### src/rtl/sram_mem_ctrl.sv
// Word-wide load/store controller that splits each 32-bit access into two
// 16-bit SRAM accesses (low halfword, then high halfword).
module sram_mem_ctrl #(
  parameter logic [31:0] BASE_ADDR     = 32'd1024,
  parameter int unsigned ACCESS_CYCLES = 2
) (
  input  logic        clk,
  input  logic        rst,
  input  logic        mem_read,
  input  logic        mem_write,
  input  logic [31:0] address,
  input  logic [31:0] write_data,
  output logic [31:0] read_data,
  output logic        ready,
  output logic [17:0] sram_addr,
  output logic        sram_we_n,
  output logic [15:0] sram_dq_out,
  output logic        sram_dq_oe,
  input  logic [15:0] sram_dq_in
);

  typedef enum logic [1:0] {
    IDLE = 2'd0,
    LO   = 2'd1,
    HI   = 2'd2,
    DONE = 2'd3
  } state_t;

  localparam logic [3:0] LAST_CNT = 4'(ACCESS_CYCLES - 1);

  state_t      state_q, state_d;
  logic [3:0]  cnt_q, cnt_d;
  logic        write_q, write_d;
  logic [16:0] word_addr_q, word_addr_d;
  logic [31:0] wdata_q, wdata_d;
  logic [31:0] read_data_q, read_data_d;
  logic [31:0] offset;
  logic        req;

  assign req    = mem_read | mem_write;
  assign offset = address - BASE_ADDR;

  always_comb begin
    state_d     = state_q;
    cnt_d       = cnt_q;
    write_d     = write_q;
    word_addr_d = word_addr_q;
    wdata_d     = wdata_q;
    read_data_d = read_data_q;

    case (state_q)
      IDLE: begin
        if (req) begin
          write_d     = mem_write & ~mem_read;
          word_addr_d = 17'(offset >> 2);
          wdata_d     = write_data;
          cnt_d       = '0;
          state_d     = LO;
        end
      end
      LO: begin
        if (cnt_q == LAST_CNT) begin
          if (!write_q) read_data_d[15:0] = sram_dq_in;
          cnt_d   = '0;
          state_d = HI;
        end else begin
          cnt_d = cnt_q + 4'd1;
        end
      end
      HI: begin
        if (cnt_q == LAST_CNT) begin
          if (!write_q) read_data_d[31:16] = sram_dq_in;
          cnt_d   = '0;
          state_d = DONE;
        end else begin
          cnt_d = cnt_q + 4'd1;
        end
      end
      default: begin
        cnt_d   = '0;
        state_d = IDLE;
      end
    endcase

    // Reset folded into the next-state path; it aborts LO/HI immediately.
    if (rst) begin
      state_d     = IDLE;
      cnt_d       = '0;
      write_d     = 1'b0;
      read_data_d = '0;
    end
  end

  always_ff @(posedge clk) begin
    state_q     <= state_d;
    cnt_q       <= cnt_d;
    write_q     <= write_d;
    word_addr_q <= word_addr_d;
    wdata_q     <= wdata_d;
    read_data_q <= read_data_d;
  end

  always_comb begin
    sram_addr   = '0;
    sram_we_n   = 1'b1;
    sram_dq_oe  = 1'b0;
    sram_dq_out = '0;
    ready       = 1'b0;

    case (state_q)
      IDLE: ready = ~req;
      LO: begin
        sram_addr = {word_addr_q, 1'b0};
        if (write_q) begin
          sram_we_n   = 1'b0;
          sram_dq_oe  = 1'b1;
          sram_dq_out = wdata_q[15:0];
        end
      end
      HI: begin
        sram_addr = {word_addr_q, 1'b1};
        if (write_q) begin
          sram_we_n   = 1'b0;
          sram_dq_oe  = 1'b1;
          sram_dq_out = wdata_q[31:16];
        end
      end
      default: ready = 1'b1;
    endcase

    if (rst) ready = ~req;
  end

  assign read_data = read_data_q;

endmodule
### config.mk
export PLATFORM = sky130hd
export DESIGN_NAME = sram_mem_ctrl
export DESIGN_NICKNAME = d
export VERILOG_FILES = /design/src/rtl/sram_mem_ctrl.sv
export SDC_FILE = /design/constraint.sdc
export NUM_CORES = 1
export LEC_CHECK = 0
export BUFFER_PORTS_ARGS = -buffer_cell sky130_fd_sc_hd__buf_2
export CORE_MARGIN = 2
export CORE_UTILIZATION = 43
export DETAILED_ROUTE_END_ITERATION = 16
export MAX_ROUTING_LAYER = met4
export PLACE_DENSITY = 0.75
export SYNTH_ARGS = -nofsm -noshare
export SYNTH_HDL_FRONTEND = slang
export SYNTH_SLANG_ARGS = --single-unit
### constraint.sdc
create_clock -name clk -period 2.4 [get_ports clk]
set_input_delay 0.24 -clock clk [delete_from_list [all_inputs] [get_ports clk]]
set_output_delay 0.24 -clock clk [all_outputs]
set_load 0.05 [all_outputs]
# Word level (Yosys, flattened, before mapping)
# Cells that the tools add are included.
# W data, S select, Z words.
dict set report word_totals {
  output_inout_bits 69
  in_bits 84
  ff_bits 88
  word_cells 43
}
dict set report op_classes {
  n_addsub 2
  bitwise 5
  eq_ne 6
  n_reduce_logical 6
  n_mux 17
}
# operator n
set op_table {}
lappend op_table {{$pmux W18 S2} 1}
lappend op_table {{$mux W16} 2}
lappend op_table {{$pmux W16 S2} 1}
lappend op_table {{$sub A19 B11 Y19 const B} 1}
lappend op_table {{$reduce_and A3 Y1} 3}
lappend op_table {{$mux W4} 2}
lappend op_table {{$pmux W4 S2} 1}
lappend op_table {{$mux W2} 3}
lappend op_table {{$ne A2 B2 Y1 const B} 3}
lappend op_table {{$pmux W2 S3} 1}
lappend op_table {{$mux W1} 5}
lappend op_table {{$add A4 B1 Y4 const B} 1}
lappend op_table {{$eq A4 B1 Y1 const B} 1}
lappend op_table {{$not A1 Y1} 3}
lappend op_table {{$eq A2 B1 Y1 const B} 1}
lappend op_table {{$eq A2 B2 Y1 const B} 1}
lappend op_table {{$logic_not A2 Y1} 1}
lappend op_table {{$pmux W1 S2} 1}
lappend op_table {{$reduce_and A2 Y1} 1}
lappend op_table {{$reduce_or A2 Y1} 1}
lappend op_table {{$and A1 B1 Y1} 1}
lappend op_table {{$or A1 B1 Y1} 1}

# Longest topological paths before layout
dict set report depth {
  depth_word 4
  mapped_depth 8
  depth_no_buf 5
}

# Worst setup path after synthesis
# No wires, ideal clock.
dict set report synth_path {
  path_kind {register to output}
  startpoint {register state_q[0]}
  endpoint {output sram_dq_out[0]}
  t_arrival_ns 2.257
  path_stages_with_launch 7
  n_path_buf 2
  required_time_ns 2.160
  path_slack_ns -0.097
  cell_sequence {dfxtp_1 inv_1 ha_1 clkbuf_1 buf_1 a22oi_1 nor2_1}
}
dict set report synth_between {
  elab_chain_cells 2
  elab_cells_between_ends 3
  classes_between {eq/ne (2); mux (1)}
}
# item line
set synth_lines {}
lappend synth_lines {{start: declaration} 31} ;# state_t state_q, state_d;
lappend synth_lines {{start signal: assignment} 95} ;# state_q <= state_d;
lappend synth_lines {{$eq A2 B2 Y1 / $eq A2 B1 Y1 (equally long branches)} 110} ;# case (state_q)
lappend synth_lines {{$pmux W16 S2 *} 110}
lappend synth_lines {{end: declaration} 17} ;# output logic [15:0] sram_dq_out,
# Mark *: on every way between the ends. The rest lies on a longest branch, timed or not.

# Worst setup path after layout
dict set report layout_path {
  startpoint {register state_q[0]}
  endpoint {output sram_addr[5]}
}
dict set report layout_between {
  elab_chain_cells 2
  elab_cells_between_ends 3
  classes_between {eq/ne (2); mux (1)}
}
# item line
set layout_lines {}
lappend layout_lines {{$eq A2 B2 Y1 / $eq A2 B1 Y1 (equally long branches)} 110}
lappend layout_lines {{$pmux W18 S2 *} 110}
lappend layout_lines {{end: declaration} 15} ;# output logic [17:0] sram_addr,
# Marks and branches as above.

==> results.tsv <==
stage	metric	value	unit
yosys	mapped cell area	3729	um^2
power	combinational share of power	0.353	
sta	final hold slack	0.06106	ns
worst_setup_path	CP Class	register to output pin	
yosys	count leader, synth	nand2b_1	
sta	Setup TNS Final	0	ns
yosys	Synth Warn #	0	
yosys	mux cell area share after synthesis	0.09161	
power	Clk pwr share	0.214	
detailed_routing	vias	2715	
run	Max-Cap Viols	0	
detailed_routing	routed length per instance	13.98	um
worst_setup_path	cell family with most CP delay	simple AND/OR/NAND/NOR gates	
sta	final worst-path cycle share	0.8894	
worst_setup_path	CP required	2.16	ns
yosys	post-synthesis xor/xnor area fraction	0.01644	
yosys	simple-gate portion of the synthesized area	0.1792	
global_routing	pin count of the biggest net entering global routing	52	
yosys	post-synth cell types	36	
global_routing	vias in the first global route	2636	
cts	Setup Fix Bufs, Post-CTS	0	
cts	H-Tree Depth	3	
detailed_routing	Pre-antenna DRT Iters	4	
detailed_routing	DR DRC count	0	
yosys	leading cell types by count after synthesis	nand2b_1 (51), edfxtp_1 (49), dfxtp_1 (39)	
power	leakage power	0.002171	uW
die	Core Area	8299	um^2
power	Sw Pwr	1831	uW
worst_setup_path	worst-path cell chain	inv_1, ha_1, or2_2, and3_2, buf_2	
power	internal power	2989	uW
yosys	Post-synth ARST share	0	
die	die area	9432	um^2
sta	post-route minimum period	2.134	ns
detailed_routing	DRT iter0 DRCs	73	
global_routing	most used routing layer	met2	
die	Die Span Y	97.12	um
yosys	Seq/Total Area, Yosys	0.6040	
global_routing	initial antenna violation count	0	
cts	clk slew on worst S/H paths	0.09	ns
sta	Hold Fails Final Rpt	0	
power	sequential fraction of design power	0.434	
final_layout	nets	534	
yosys	Compound-Gate Fraction of Synth Area	0.05034	
die	IO Pins	153	
min_path	min-delay worst type	input port to register	
worst_setup_path	crit path capture type	output pin	
cts	CTS Hold Bufs	0	
sta	worst slew pin tran	0.5445	ns
global_routing	first-pass GRT wire length	12520	um
power	switching portion of total power	0.3799	
worst_setup_path	crit path DAT	1.89	ns
worst_setup_path	crit path launch type	register	
yosys	largest family of logic cells by synthesized area	simple AND/OR/NAND/NOR gates	
final_layout	Area growth, synth to finish	27.72	%
cts	clock root buffer	clkbuf_8	
worst_setup_path	Critical Path Slowest Stage Cell	or2_2	
outcome	status	complete, no violations	
global_routing	Tot GR Track Use	0.1708	
yosys	flops & latches, synth	88	
sta	skew final	0.006400	ns
sta	final setup fails	0	
yosys	Top FF cell, synth	edfxtp_1	
place	post-DP HPWL	5397	um
final_layout	share of layout cells above drive strength 1	0.4129	
yosys	Mapped Cells	307	
global_routing	M2 GR Usage	0.2692	
power	Worst IR Drop VDD	0.0006784	V
die	Die W	97.12	um
cts	CTS Sinks	88	
yosys	Post-synth EDFFs	49	
sta	Slew headroom	0.6362	
detailed_routing	vias per inst	4.910	
sta	RSZ-0062 raised after global routing	no	
place	gpl congestion	0.7974	
cts	CTS Buf Count	9	
sta	Pins Over Slew Limit	0	
worst_setup_path	crit-path max FO	18	
final_layout	final core utilization	0.5738	
cts	Max clock buf depth	2	
detailed_routing	total routed wirelength	7729	um
worst_setup_path	Worst path max stage delay	0.42	ns
yosys	area leader, netlist	edfxtp_1	
cts	# resized after CTS	0	
yosys	Syn Nets	398	
cts	Clock Latency Late Sink	0.35	ns
detailed_routing	Detail Route Antenna Nets	0	
power	power density over the cells	1012	nW/um^2
die	initial core utilization	0.4493	
global_routing	GRT overflow	0	
yosys	Synth Area in Adders	0.02349	
global_routing	M1 GR Usage	0.2127	
final_layout	Ant. Diodes	0	
die	FP Rows	33	
place	PortBufs	137	
sta	Peak Freq	468.5	MHz
cts	CTS tree	built	
yosys	syn avg cell area	12.15	um^2
global_routing	met3 Usage GRT	0.05396	
final_layout	filler instances	734	
yosys	top cell type's share of synthesized area	0.3946	
worst_setup_path	CP bufs+invs	2	
yosys	Synth area leaders	edfxtp_1 (39%), dfxtp_1 (21%), mux2i_1 (8.9%)	
-- per-layer routing --
metal  up-vias  routed length, um
met5         -                  0
met4         0                 68
met3         4                513
met2        98               3662
met1      1265               3485
li1       1348                  -
-- cells in the final DEF (no fill, tap or decap), types with 2 or more instances in the layout --
master and instances:
buf_2 137, nand2b_1 51, edfxtp_1 49, dfxtp_1 39, mux2i_1 33, a22oi_1 16
nor2_1 12, and3_2 10, nor2_2 9, clkbuf_8 9, inv_1 8, nand2_1 7
and3_1 7, ha_1 7, buf_4 7, a21oi_1 6, xnor2_1 4, nor3_1 3
xor2_1 3, or2_2 2, nand3_1 2, o32ai_1 2, or3b_1 2, nand4b_1 2
nor2b_1 2, clkinv_4 2
-- per-stage QoR --
stage               area [um^2]  power, uW  worst slack [ns]  cells
floorplan                  3764       3398          -0.09690    307
detailed placement         4559       3841            0.4646    537
CTS                        4762       4881            0.2444    553
global placement           4559       3787            0.5021    537
finish                     4762       4820            0.2655    553
global route               4762       5106            0.1380    553
-- layout make-up --
cell class / count / area (um^2) / share of cell area
clock buffers: 9 / 123.9 / 0.02601
clock inverters: 7 / 78.83 / 0.01655
inverters: 8 / 30.03 / 0.006306
multi-input cells: 191 / 1388 / 0.2914
flip-flops and latches: 88 / 2252 / 0.4729
well taps: 105 / 131.4 / 0.02759
repair buffers: 145 / 758.2 / 0.1592
-- worst paths after layout --
kind | depth (start not counted) | endpoint | start | slack (ns)
worst max register to register | 5 | read_data[14] | cnt_q[0] | 0.46
worst min register to register | 2 | read_data[27] | read_data[27] | 0.48
worst min-delay path | 1 | wdata_q[12] | write_data[12] | 0.06
worst max-delay path | 5 | sram_addr[5] | state_q[0] | 0.27
-- worst register-to-register path, cell delays in order, from the launching register on --
cell and delay [ns]:
dfxtp_1 0.41, ha_1 0.16, or3b_1 0.47, or3b_1 0.40
buf_4 0.24, mux2i_1 0.15
-- registers in the layout, summed over array words and instances, names as in the netlist --
signal and count:
cnt_q 4, read_data 32, state_q 2, wdata_q 32, word_addr_q 17, write_q 1
-- cell families after synthesis --
logic type,count (synthesis)
and+or+nand+nor,116
buffers and inverters,28
xor gates and xnor gates,7
muxes,34
adders and majority gates,7
DFF,88
AOI/OAI and AO/OA,27
-- power by group through the flow --
| stage | clock network [uW] | registers [uW] | logic, uW |
|---|---|---|---|
| after floorplan | 0 | 2210 | 1190 |
| after global placement | 0 | 2110 | 1680 |
| after detailed placement | 0 | 2130 | 1710 |
| after CTS | 1070 | 2090 | 1720 |
| after global routing | 1140 | 2120 | 1850 |
| final | 1030 | 2090 | 1700 |
Note: power is estimated with default switching activity, not from simulation.
